==> config.mk <==
export PLATFORM = sky130hd
export DESIGN_NAME = bloom_request_sequencer
export DESIGN_NICKNAME = d
export VERILOG_FILES = /design/src/rtl/bloom_request_sequencer.sv
export SDC_FILE = /design/constraint.sdc
export NUM_CORES = 1
export LEC_CHECK = 0
export BUFFER_PORTS_ARGS = -buffer_cell sky130_fd_sc_hd__buf_4
export CORE_UTILIZATION = 55
export CTS_BUF_LIST = sky130_fd_sc_hd__clkbuf_8 sky130_fd_sc_hd__clkbuf_16
export CTS_CLUSTER_DIAMETER = 30
export DETAILED_ROUTE_END_ITERATION = 8
export PLACE_DENSITY = 0.83
export SKIP_CTS_REPAIR_TIMING = 1
export SYNTH_ARGS = -nofsm -noshare
export SYNTH_HDL_FRONTEND = slang
export SYNTH_SLANG_ARGS = --single-unit
==> constraint.sdc <==
create_clock -name CLK -period 4.5 [get_ports CLK]
set_input_delay 0 -clock CLK [delete_from_list [all_inputs] [get_ports CLK]]
set_output_delay 0 -clock CLK [all_outputs]
set_load 0.02 [all_outputs]
==> src/rtl/bloom_request_sequencer.sv <==
// Request front-end for a counting Bloom filter: buffers requests, spaces filter probes and
// writes so results can settle, and guards each delete with a probe so counters never underflow.
module bloom_request_sequencer #(
    parameter int ADDR_W     = 57,
    parameter int FIFO_DEPTH = 4,
    parameter int RESULT_LAT = 1
) (
    input  logic              CLK,
    input  logic              rstb,
    input  logic              req_valid,
    output logic              req_ready,
    input  logic [1:0]        req_op,
    input  logic [ADDR_W-1:0] req_addr,
    output logic              resp_valid,
    input  logic              resp_ready,
    output logic              resp_hit,
    output logic [1:0]        resp_op,
    output logic              resp_err,
    output logic [ADDR_W-1:0] bf_addr,
    output logic              bf_we,
    output logic              bf_inc,
    input  logic              bf_result,
    output logic              busy
);
    localparam int PTR_W = $clog2(FIFO_DEPTH);
    localparam int CNT_W = $clog2(RESULT_LAT + 2);
    localparam logic [CNT_W-1:0] CNT_LOAD = CNT_W'(RESULT_LAT);
    localparam logic [1:0] OP_INSERT = 2'b01;
    localparam logic [1:0] OP_DELETE = 2'b10;
    localparam logic [1:0] OP_RSVD   = 2'b11;

    // IDLE wait | PROBE read filter | WRITE single we pulse | SETTLE post-write gap | RESP hold response
    typedef enum logic [2:0] {IDLE, PROBE, WRITE, SETTLE, RESP} state_t;

    state_t            state, state_next;
    logic [CNT_W-1:0]  cnt, cnt_next;
    logic [1:0]        op;
    logic              hit, hit_next;
    logic              push, pop, to_resp;
    logic              fifo_empty, fifo_full;
    logic [PTR_W:0]    wr_ptr, rd_ptr;
    logic [1:0]        fifo_op   [FIFO_DEPTH];
    logic [ADDR_W-1:0] fifo_addr [FIFO_DEPTH];
    logic              we_next, inc_next;
    logic              resp_valid_next, resp_hit_next, resp_err_next;
    logic [1:0]        resp_op_next;

    assign fifo_empty = (wr_ptr == rd_ptr);
    assign fifo_full  = (wr_ptr[PTR_W] != rd_ptr[PTR_W]) &&
                        (wr_ptr[PTR_W-1:0] == rd_ptr[PTR_W-1:0]);
    assign req_ready  = !fifo_full;
    assign push       = req_valid && !fifo_full;
    assign busy       = (state != IDLE) || !fifo_empty;

    always_ff @(posedge CLK) begin
        if (push) begin
            fifo_op[wr_ptr[PTR_W-1:0]]   <= req_op;
            fifo_addr[wr_ptr[PTR_W-1:0]] <= req_addr;
        end
    end

    always_ff @(posedge CLK or negedge rstb) begin
        if (!rstb) begin
            wr_ptr <= '0;
            rd_ptr <= '0;
        end else begin
            if (push) wr_ptr <= wr_ptr + 1'b1;
            if (pop)  rd_ptr <= rd_ptr + 1'b1;
        end
    end

    always_ff @(posedge CLK or negedge rstb) begin
        if (!rstb) begin
            state      <= IDLE;
            cnt        <= '0;
            hit        <= 1'b0;
            op         <= '0;
            bf_addr    <= '0;
            bf_we      <= 1'b0;
            bf_inc     <= 1'b0;
            resp_valid <= 1'b0;
            resp_hit   <= 1'b0;
            resp_op    <= '0;
            resp_err   <= 1'b0;
        end else begin
            state      <= state_next;
            cnt        <= cnt_next;
            hit        <= hit_next;
            bf_we      <= we_next;
            bf_inc     <= inc_next;
            resp_valid <= resp_valid_next;
            resp_hit   <= resp_hit_next;
            resp_op    <= resp_op_next;
            resp_err   <= resp_err_next;
            if (pop) begin
                op      <= fifo_op[rd_ptr[PTR_W-1:0]];
                bf_addr <= fifo_addr[rd_ptr[PTR_W-1:0]];
            end
        end
    end

    always_comb begin
        state_next      = state;
        cnt_next        = cnt;
        hit_next        = hit;
        pop             = 1'b0;
        to_resp         = 1'b0;
        we_next         = 1'b0;
        inc_next        = 1'b0;
        resp_valid_next = resp_valid;
        resp_hit_next   = resp_hit;
        resp_op_next    = resp_op;
        resp_err_next   = resp_err;

        unique case (state)
            IDLE: begin
                if (!fifo_empty) begin
                    pop        = 1'b1;
                    state_next = PROBE;
                    cnt_next   = CNT_LOAD;
                end
            end
            PROBE: begin
                if (cnt == '0) begin
                    hit_next = bf_result;
                    if (op == OP_INSERT) begin
                        state_next = WRITE;
                        we_next    = 1'b1;
                        inc_next   = 1'b1;
                    end else if (op == OP_DELETE && bf_result) begin
                        state_next = WRITE;
                        we_next    = 1'b1;
                    end else begin
                        to_resp = 1'b1;
                    end
                end else begin
                    cnt_next = cnt - 1'b1;
                end
            end
            WRITE: begin
                state_next = SETTLE;
                cnt_next   = CNT_LOAD;
            end
            SETTLE: begin
                if (cnt == '0) to_resp = 1'b1;
                else           cnt_next = cnt - 1'b1;
            end
            RESP: begin
                if (resp_ready) begin
                    resp_valid_next = 1'b0;
                    if (!fifo_empty) begin
                        pop        = 1'b1;
                        state_next = PROBE;
                        cnt_next   = CNT_LOAD;
                    end else begin
                        state_next = IDLE;
                    end
                end
            end
            default: state_next = IDLE;
        endcase

        // The probe result is still on bf_result when leaving PROBE directly; after a write use the latched copy.
        if (to_resp) begin
            state_next      = RESP;
            resp_valid_next = 1'b1;
            resp_hit_next   = (state == PROBE) ? bf_result : hit;
            resp_op_next    = op;
            resp_err_next   = (op == OP_RSVD);
        end
    end
endmodule

# [Yosys cells after proc, flatten, opt, wreduce, memory -nomap -nowiden]
# Memory sizes are Yosys's and may differ from the RTL's. A register that Yosys moved wholly into a read port is not among the register bits.
# Cells that the tools add are included.
[op_classes] add_sub_neg=3 eq_ne=17 mux=33 reduce_logical=19
[ops] op="two-way mux 1 bit" count=20
[ops] op="two-way mux 3 bit" count=6
[ops] op="one-hot mux 3 bit (5 select lines)" count=1
[ops] op="!= test 3 bit (second input constant)" count=3
[ops] op="one-hot mux 2 bit (4 select lines)" count=1
[ops] op="adder 3 x 1 -> 3 bit (second input constant)" count=2
[ops] op="equality test 3 x 2 -> 1 bit (second input constant)" count=2
[ops] op="two-way mux 2 bit" count=3
[ops] op="!= test 2 bit (second input constant)" count=3
[ops] op="AND reduction 5 bit" count=1
[ops] op="equality test 2 bit (second input constant)" count=2
[ops] op="zero test 1 bit" count=4
[ops] op="!= test 4 bit (second input constant)" count=1
[ops] op="one-hot mux 1 bit (2 select lines)" count=2
[ops] op="AND reduction 2 bit" count=2
[ops] op="nonzero test 2 bit" count=2
[ops] op="nonzero test 4 bit" count=1
[ops] op="equality test 3 x 1 -> 1 bit (second input constant)" count=1
[ops] op="equality test 3 bit" count=1
[ops] op="equality test 3 bit (second input constant)" count=1
[ops] op="logical AND 1 bit" count=3
[ops] op="zero test 3 bit" count=1
[ops] op="AND reduction 3 bit" count=1
[ops] op="nonzero test 3 bit" count=1
[ops] op="7 further kinds" count=7
[totals] ff_bits=19 ram_bits=236 output_inout_bits=66 mem_count=2
[memory_table] name="fifo_addr" depth=4 word_bits=57 read_ports=1 rd_clocked_by_memory_dff=1 write_ports=1 line_no="43" rtl="logic [ADDR_W-1:0] fifo_addr [FIFO_DEPTH];"
[memory_table] name="fifo_op" depth=4 word_bits=2 read_ports=1 rd_clocked_by_memory_dff=1 write_ports=1 line_no="42" rtl="logic [1:0] fifo_op [FIFO_DEPTH];"

# [Depth between registers and ports, before layout]
# Gate-level depths: netlist of the first run.
[depth] word_depth=8 depth_mapped=6 mapped_depth_nobuf=5

# [Worst setup path before layout of the first run]
# Ideal clock, no wire load.
[synth_path] kind="reg-to-reg" from="register rd_ptr[1]" to="memory fifo_addr[3][0], enable pin" setup_time_ns=0.425 arrival_ns=2.460 required_ns=4.075 path_slack_ns=1.615 stages_incl_launch_ff=5 n_path_buf=1 period_less_slack_ns=2.885 cell_sequence="dfrtp_1 buf_2 xnor2_1 nand3_1 and3_1"
[synth_via] elab_chain_len=6
[synth_lines] item="start, declared" line_no="41" rtl="logic [PTR_W:0] wr_ptr, rd_ptr;"
[synth_lines] item="start signal, assigned" line_no="68" rtl="if (pop) rd_ptr <= rd_ptr + 1'b1;"
[synth_lines] item="equality test 2 bit" line_no="50" rtl="(wr_ptr[PTR_W-1:0] == rd_ptr[PTR_W-1:0]);"
[synth_lines] item="logical AND 1 bit" line_no="49" rtl="assign fifo_full = (wr_ptr[PTR_W] != rd_ptr[PTR_W]) &&"
[synth_lines] item="zero test 1 bit"
[synth_lines] item="named net req_ready" line_no="11" rtl="output logic req_ready,"
[synth_lines] item="logical AND 1 bit" line_no="52" rtl="assign push = req_valid && !fifo_full;"
[synth_lines] item="two-way mux 1 bit" line_no="56" rtl="if (push) begin"
[synth_lines] item="two-way mux 1 bit (not written as such)" line_no="58" rtl="fifo_addr[wr_ptr[PTR_W-1:0]] <= req_addr;"
[synth_lines] item="end, declared" line_no="43"
# The timed path passes the listed nets, and every way through them passes these cells.

# [Worst setup path in the final report of the first run]
[layout_path] from="register rd_ptr[0]" to="register op[1], read port of fifo_op"
[layout_via] elab_chain_len=4
[layout_lines] item="equality test 3 bit" line_no="48" rtl="assign fifo_empty = (wr_ptr == rd_ptr);"
[layout_lines] item="two-way mux 1 bit" line_no="117, 151"
[layout_lines] item="two-way mux 1 bit" line_no="149" rtl="if (resp_ready) begin"
[layout_lines] item="one-hot mux 1 bit (2 select lines)" line_no="115" rtl="unique case (state)"
[layout_lines] item="end, declared" line_no="37" rtl="logic [1:0] op;"
# Several ways; a longest one is shown, not always the timed one.
# A chain may end at the register's enable or synchronous reset.

==> results.json, run 1 <==
{
  "p_per_area_nw_per_um2": 782,
  "slew-limit-headroom": 0.323,
  "rsz0062_at_grt": "no",
  "drc_errors": 0,
  "reg2regPathDepth": 5,
  "cts_root_buf": "clkbuf_16",
  "finalHoldViolCount": 13,
  "nets": 817,
  "cts_buffer_depth": 3,
  "fin_hold_ws_ns": -0.0280,
  "clk_latency_ns": 0.55,
  "initial_core_util": 0.566,
  "groute.usage.overall": 0.215,
  "port_buffers": 129,
  "dpl.hpwl_mm": 12.2,
  "worstReg2RegEnd": "op[1]",
  "pin_count": 130,
  "gr-total-overflow": 0,
  "synth_cells": 521,
  "grt_max_degree": 62,
  "htree_levels": 2,
  "wl_per_cell_um": 22.5,
  "end_kind": "flop",
  "die_w_um": 150,
  "drv_cap": 0,
  "r2r_start": "rd_ptr[0]",
  "arrival_ns": 3.25,
  "cts.reportedPaths.clkPinSlew_ns": 0.06,
  "chipHeight_um": 150,
  "drive_gt1_frac": 0.421,
  "reg2reg_slack_ns": 1.65,
  "first_pass_iters": 4,
  "avgSynthCellArea_um2": 23.0,
  "grt_pass1_wl_mm": 35.1,
  "p_leak_nw": 6.02,
  "vias_per_cell": 5.57,
  "setup_viol": 0,
  "syn_to_final_growth_pct": 29.6,
  "synth_cell_types": 34,
  "status": "complete, but fails checks",
  "max_freq_ghz": 0.351,
  "wirelength_mm": 24.0,
  "worstPathMaxFanout": 46,
  "drtAntennaViolNets": 0,
  "required_ns": 4.91,
  "ys_seq_area_frac": 0.755,
  "timing.final.crit_period_ns": 2.85,
  "grt_pass1_vias": 6198,
  "numCtsBuffers": 49,
  "slew_violations": 0,
  "skew_ns": 0.0193,
  "dieArea_um2": 22400,
  "antenna_found_initial": 0,
  "syn_area_um2": 12000,
  "std_cell_rows": 53,
  "fin_crit_sh": 0.632,
  "fin_setup_tns_ns": 0,
  "failed_checks": "negative hold slack",
  "peakVddDrop_mv": 0.452,
  "final_cell_area_um2": 15500,
  "crit_type": "reg -> reg",
  "gp_routability_congestion": 0.747,
  "core_um2": 21200,
  "diodes": 0,
  "cp-start-kind": "flop",
  "worst_pin_slew_ns": 1.02,
  "fillers": 1179,
  "yosys_warnings": 0,
  "placed_cell_area_um2": 13200,
  "cts_tree": "built",
  "ys_seq_elements": 314,
  "finalPower_mw": 12.1,
  "vias": 5919,
  "cts_num_sinks": 314,
  "hold_path.class": "in -> async",
  "drt_iter0_drc": 328,
  "synth_fp_nets": 591
}
-- logic make-up (layout without fill, tap and decap cells) --
kind of cell             after synthesis  in the layout  share of synthesized area
AO/OA/AOI/OAI                         12             12                    0.00606
flip-flops                           314            314                      0.755
AND/OR/NAND/NOR                       33             33                     0.0160
XOR/XNOR                               7              7                    0.00512
buffers and inverters                 25            292                     0.0162
multiplexers                         124            124                      0.196
adder cells (fa/ha/maj)                6              6                    0.00627
-- worst max path at each step --
stage / start / end / slack, ns / cells after the start
floorplan: rd_ptr[1] / fifo_addr[3][0] / 1.62 / 4
global route: rd_ptr[0] / op[1] / 1.53 / 5
finish: rd_ptr[0] / op[1] / 1.65 / 5
CTS: rd_ptr[0] / op[1] / 1.62 / 5
detailed placement: rd_ptr[0] / bf_addr[5] / 1.64 / 5
global placement: rd_ptr[0] / op[1] / 1.69 / 5
-- cells in the final DEF (no fill, tap or decap), drive strengths merged, types with 2 or more instances in the layout --
| cell | n |
|---|---|
| a21oi | 4 |
| nor2 | 5 |
| clkbuf | 52 |
| xor2 | 2 |
| o21ai | 3 |
| nand3 | 4 |
| edfxtp | 236 |
| inv | 18 |
| nand2b | 5 |
| and3 | 4 |
| nand3b | 2 |
| clkinv | 18 |
| nand4 | 2 |
| mux2 | 64 |
| nand2 | 7 |
| ha | 6 |
| clkinvlp | 2 |
| dfrtp | 78 |
| mux4 | 59 |
| bufinv | 6 |
| buf | 133 |
| dlygate4sd3 | 63 |
| xnor2 | 5 |
-- where the power goes --
| part | leakage (nW) | switching, mW | internal [mW] |
|---|---|---|---|
| clock | 0.858 | 1.41 | 2.46 |
| sequential | 3.08 | 0.448 | 4.06 |
| combinational | 2.09 | 1.79 | 1.97 |
-- metrics by stage --
step	instances	util	setup slack, ns
finish	1063	0.734	1.65
global route	1063	0.734	1.53
CTS	1000	0.704	1.62
detailed placement	908	0.622	1.64
global placement	908	0.622	1.69
floorplan	521	-	1.62
-- registers in the layout, indices dropped and copies added (netlist names) --
register and cells:
state 3, bf_inc 1, op 2, bf_addr 57, resp_valid 1, cnt 2, bf_we 1, fifo_addr 228
wr_ptr 3, fifo_op 8, resp_op 2, resp_err 1, hit 1, rd_ptr 3, resp_hit 1
-- Yosys cell counts, drive strengths merged --
| master | number | area, um2 |
|---|---|---|
| o31ai | 1 | 7.51 |
| edfxtp | 236 | 7090 |
| o22ai | 1 | 6.26 |
| nand3b | 2 | 18.8 |
| nand2b | 5 | 31.3 |
| mux2 | 64 | 942 |
| or4 | 1 | 7.51 |
| ha | 6 | 75.1 |
| nand4 | 2 | 12.5 |
| nor3 | 1 | 5.00 |
| and2 | 1 | 6.26 |
| xnor2 | 5 | 43.8 |
| dfrtp | 78 | 1950 |
| clkbuf | 6 | 22.5 |
| mux4 | 59 | 1390 |
| and2b | 1 | 7.51 |
| a21oi | 4 | 20.0 |
| a21o | 1 | 7.51 |
| o21ai | 3 | 15.0 |
| buf | 15 | 156 |
| inv | 4 | 15.0 |
| nand3 | 4 | 32.5 |
| a31o | 1 | 8.76 |
| xor2 | 2 | 17.5 |
| nor2 | 5 | 18.8 |
| a211oi | 1 | 7.51 |
| and3 | 4 | 25.0 |
| nand2 | 7 | 26.3 |
| mux2i | 1 | 10.0 |
-- critical path, cell delays in order, from the launching register on --
cell,delay [ns]
dfrtp_4,0.64
xnor2_1,0.24
nand3b_2,0.17
nand3_4,0.74
buf_4,0.57
mux2_4,0.33
-- metal layers --
| layer | GRT usage | share of wire |
|---|---|---|
| met5 | 0 | 0 |
| met4 | 0.0837 | 0.022 |
| met3 | 0.0485 | 0.053 |
| met2 | 0.362 | 0.52 |
| met1 | 0.271 | 0.40 |
-- cell type report --
type / instances / area, um2 / share of cell area
clock buffers: 52 / 1290 / 0.0831
clock inverters: 40 / 435 / 0.0281
inverters: 4 / 15.0 / 0.000967
multi-input cells: 182 / 2770 / 0.178
flip-flops and latches: 314 / 9040 / 0.583
well taps: 275 / 344 / 0.0222
repair buffers: 196 / 1630 / 0.105
(Power assumes the default switching activity.)
==> inputs of run 2 (changes only) <==
- CORE_UTILIZATION: 55 -> 52
- clock period: 4.5 -> 2.34 ns (I/O delays scaled with it)
==> results.json, run 2 (synthesis gave the netlist of run 1 again) <==
{
  "status": "complete, no violations",
  "diodes": 0,
  "cts_buffer_depth": 3,
  "multi_input_comb_area_um2": 2770,
  "dp.cells": 920,
  "fin_crit_sh": 0.923,
  "vias_per_cell": 5.39,
  "grt_pass1_wl_mm": 34.6,
  "arrival_ns": 2.31,
  "core_um2": 22600,
  "layout_commonest_cell": "edfxtp_1",
  "clk_latency_ns": 0.54,
  "hold_path.class": "in -> async",
  "antenna_found_initial": 0,
  "finalHoldViolCount": 0,
  "std_cell_rows": 55,
  "worstReg2RegEnd": "fifo_addr[0][25]",
  "htree_levels": 2,
  "fillers": 1359,
  "gp_routability_congestion": 0.712,
  "drt_iter0_drc": 292,
  "cts_num_sinks": 314,
  "drtAntennaViolNets": 0,
  "critical_path.startpoint": "rd_ptr[0]",
  "setup_viol": 0,
  "p_leak_nw": 6.06,
  "path_cells": "xnor2_1 -> nand3_1 -> and3_4",
  "timing.final.crit_period_ns": 2.16,
  "peakVddDrop_mv": 0.947,
  "cts_tree": "built",
  "port_buffers": 129,
  "wirelength_mm": 22.9,
  "drc_errors": 0,
  "grt_pass1_vias": 6078,
  "numCtsBuffers": 51,
  "worst_pin_slew_ns": 0.962,
  "chipHeight_um": 154,
  "cts_root_buf": "clkbuf_16",
  "first_pass_iters": 4,
  "drv_cap": 0,
  "reg2regPathDepth": 3,
  "wl_per_cell_um": 21.3,
  "rsz0062_at_grt": "no",
  "worstPathMaxFanout": 59,
  "p_per_area_nw_per_um2": 1500,
  "syn_to_final_growth_pct": 30.6,
  "cpPeakStageDelay_ns": 0.85,
  "fin_hold_ws_ns": 0.0829,
  "instances_no_fill": 1077,
  "vias": 5809,
  "die_w_um": 154,
  "nets": 821,
  "crit_type": "reg -> reg",
  "slew-limit-headroom": 0.358,
  "dieArea_um2": 23600,
  "initial_core_util": 0.529,
  "gr-total-overflow": 0,
  "cp-start-kind": "flop",
  "pin_count": 130,
  "end_kind": "flop",
  "cpMaxStageDelayCell": "and3_4",
  "grt_max_degree": 62,
  "final_cell_mix": "edfxtp_1 (236), buf_4 (133), dfrtp_1 (76)",
  "cts.reportedPaths.clkPinSlew_ns": 0.05,
  "slew_violations": 0,
  "largest_reg_flops": 228,
  "groute.usage.overall": 0.195,
  "regArea_um2": 9040,
  "max_freq_ghz": 0.463,
  "dpl.hpwl_mm": 12.4,
  "drive_gt1_frac": 0.426,
  "r2r_start": "rd_ptr[0]",
  "skew_ns": 0.0133,
  "required_ns": 2.49,
  "fin_setup_tns_ns": 0,
  "reg2reg_slack_ns": 0.18
}
run 2: worst max path at each step:
stage | to
after global placement | fifo_addr[3][24]
final | fifo_addr[0][25]
after floorplan | fifo_addr[3][0]
after detailed placement | fifo_addr[3][49]
after global routing | fifo_addr[3][19]
after CTS | fifo_addr[3][11]
run 2: area by class of cell:
| cell class | instances | share of cell area |
|---|---|---|
| well taps | 285 | 0.0228 |
| repair buffers | 198 | 0.107 |
| inverters | 4 | 0.000960 |
| clock inverters | 38 | 0.0284 |
| flip-flops and latches | 314 | 0.578 |
| multi-input cells | 182 | 0.177 |
| clock buffers | 56 | 0.0860 |
run 2: metal layers:
metal | vias up | track usage | part of all wire
met5 | - | 0 | 0
met4 | 0 | 0.0690 | 0.018
met1 | 3020 | 0.239 | 0.40
met2 | 156 | 0.342 | 0.54
met3 | 40 | 0.0451 | 0.041
li1 | 2593 | - | -
run 2: worst max-delay path: cells and delay by family, from the launching register on:
kind	cells	cell delay [ns]
xor+xnor	1	0.17
flops	1	0.49
simple gates	2	1.06
run 2: power breakdown:
group / total (mW) / internal (mW) / leakage, nW / switching [mW]
logic: 7.28 / 3.80 / 2.10 / 3.47
registers: 8.52 / 7.81 / 3.08 / 0.714
clock network: 7.67 / 5.04 / 0.875 / 2.63
run 2: stage by stage:
stage / power, mW / setup WS (ns) / utilization / area, um2
after global placement: 15.5 / 0.221 / 0.584 / 13200
after detailed placement: 15.9 / 0.174 / 0.584 / 13200
after CTS: 23.6 / 0.152 / 0.663 / 15000
after global routing: 24.5 / 0.0798 / 0.691 / 15600
after floorplan: 13.7 / 0.116 / - / 12000
final: 23.5 / 0.180 / 0.691 / 15600
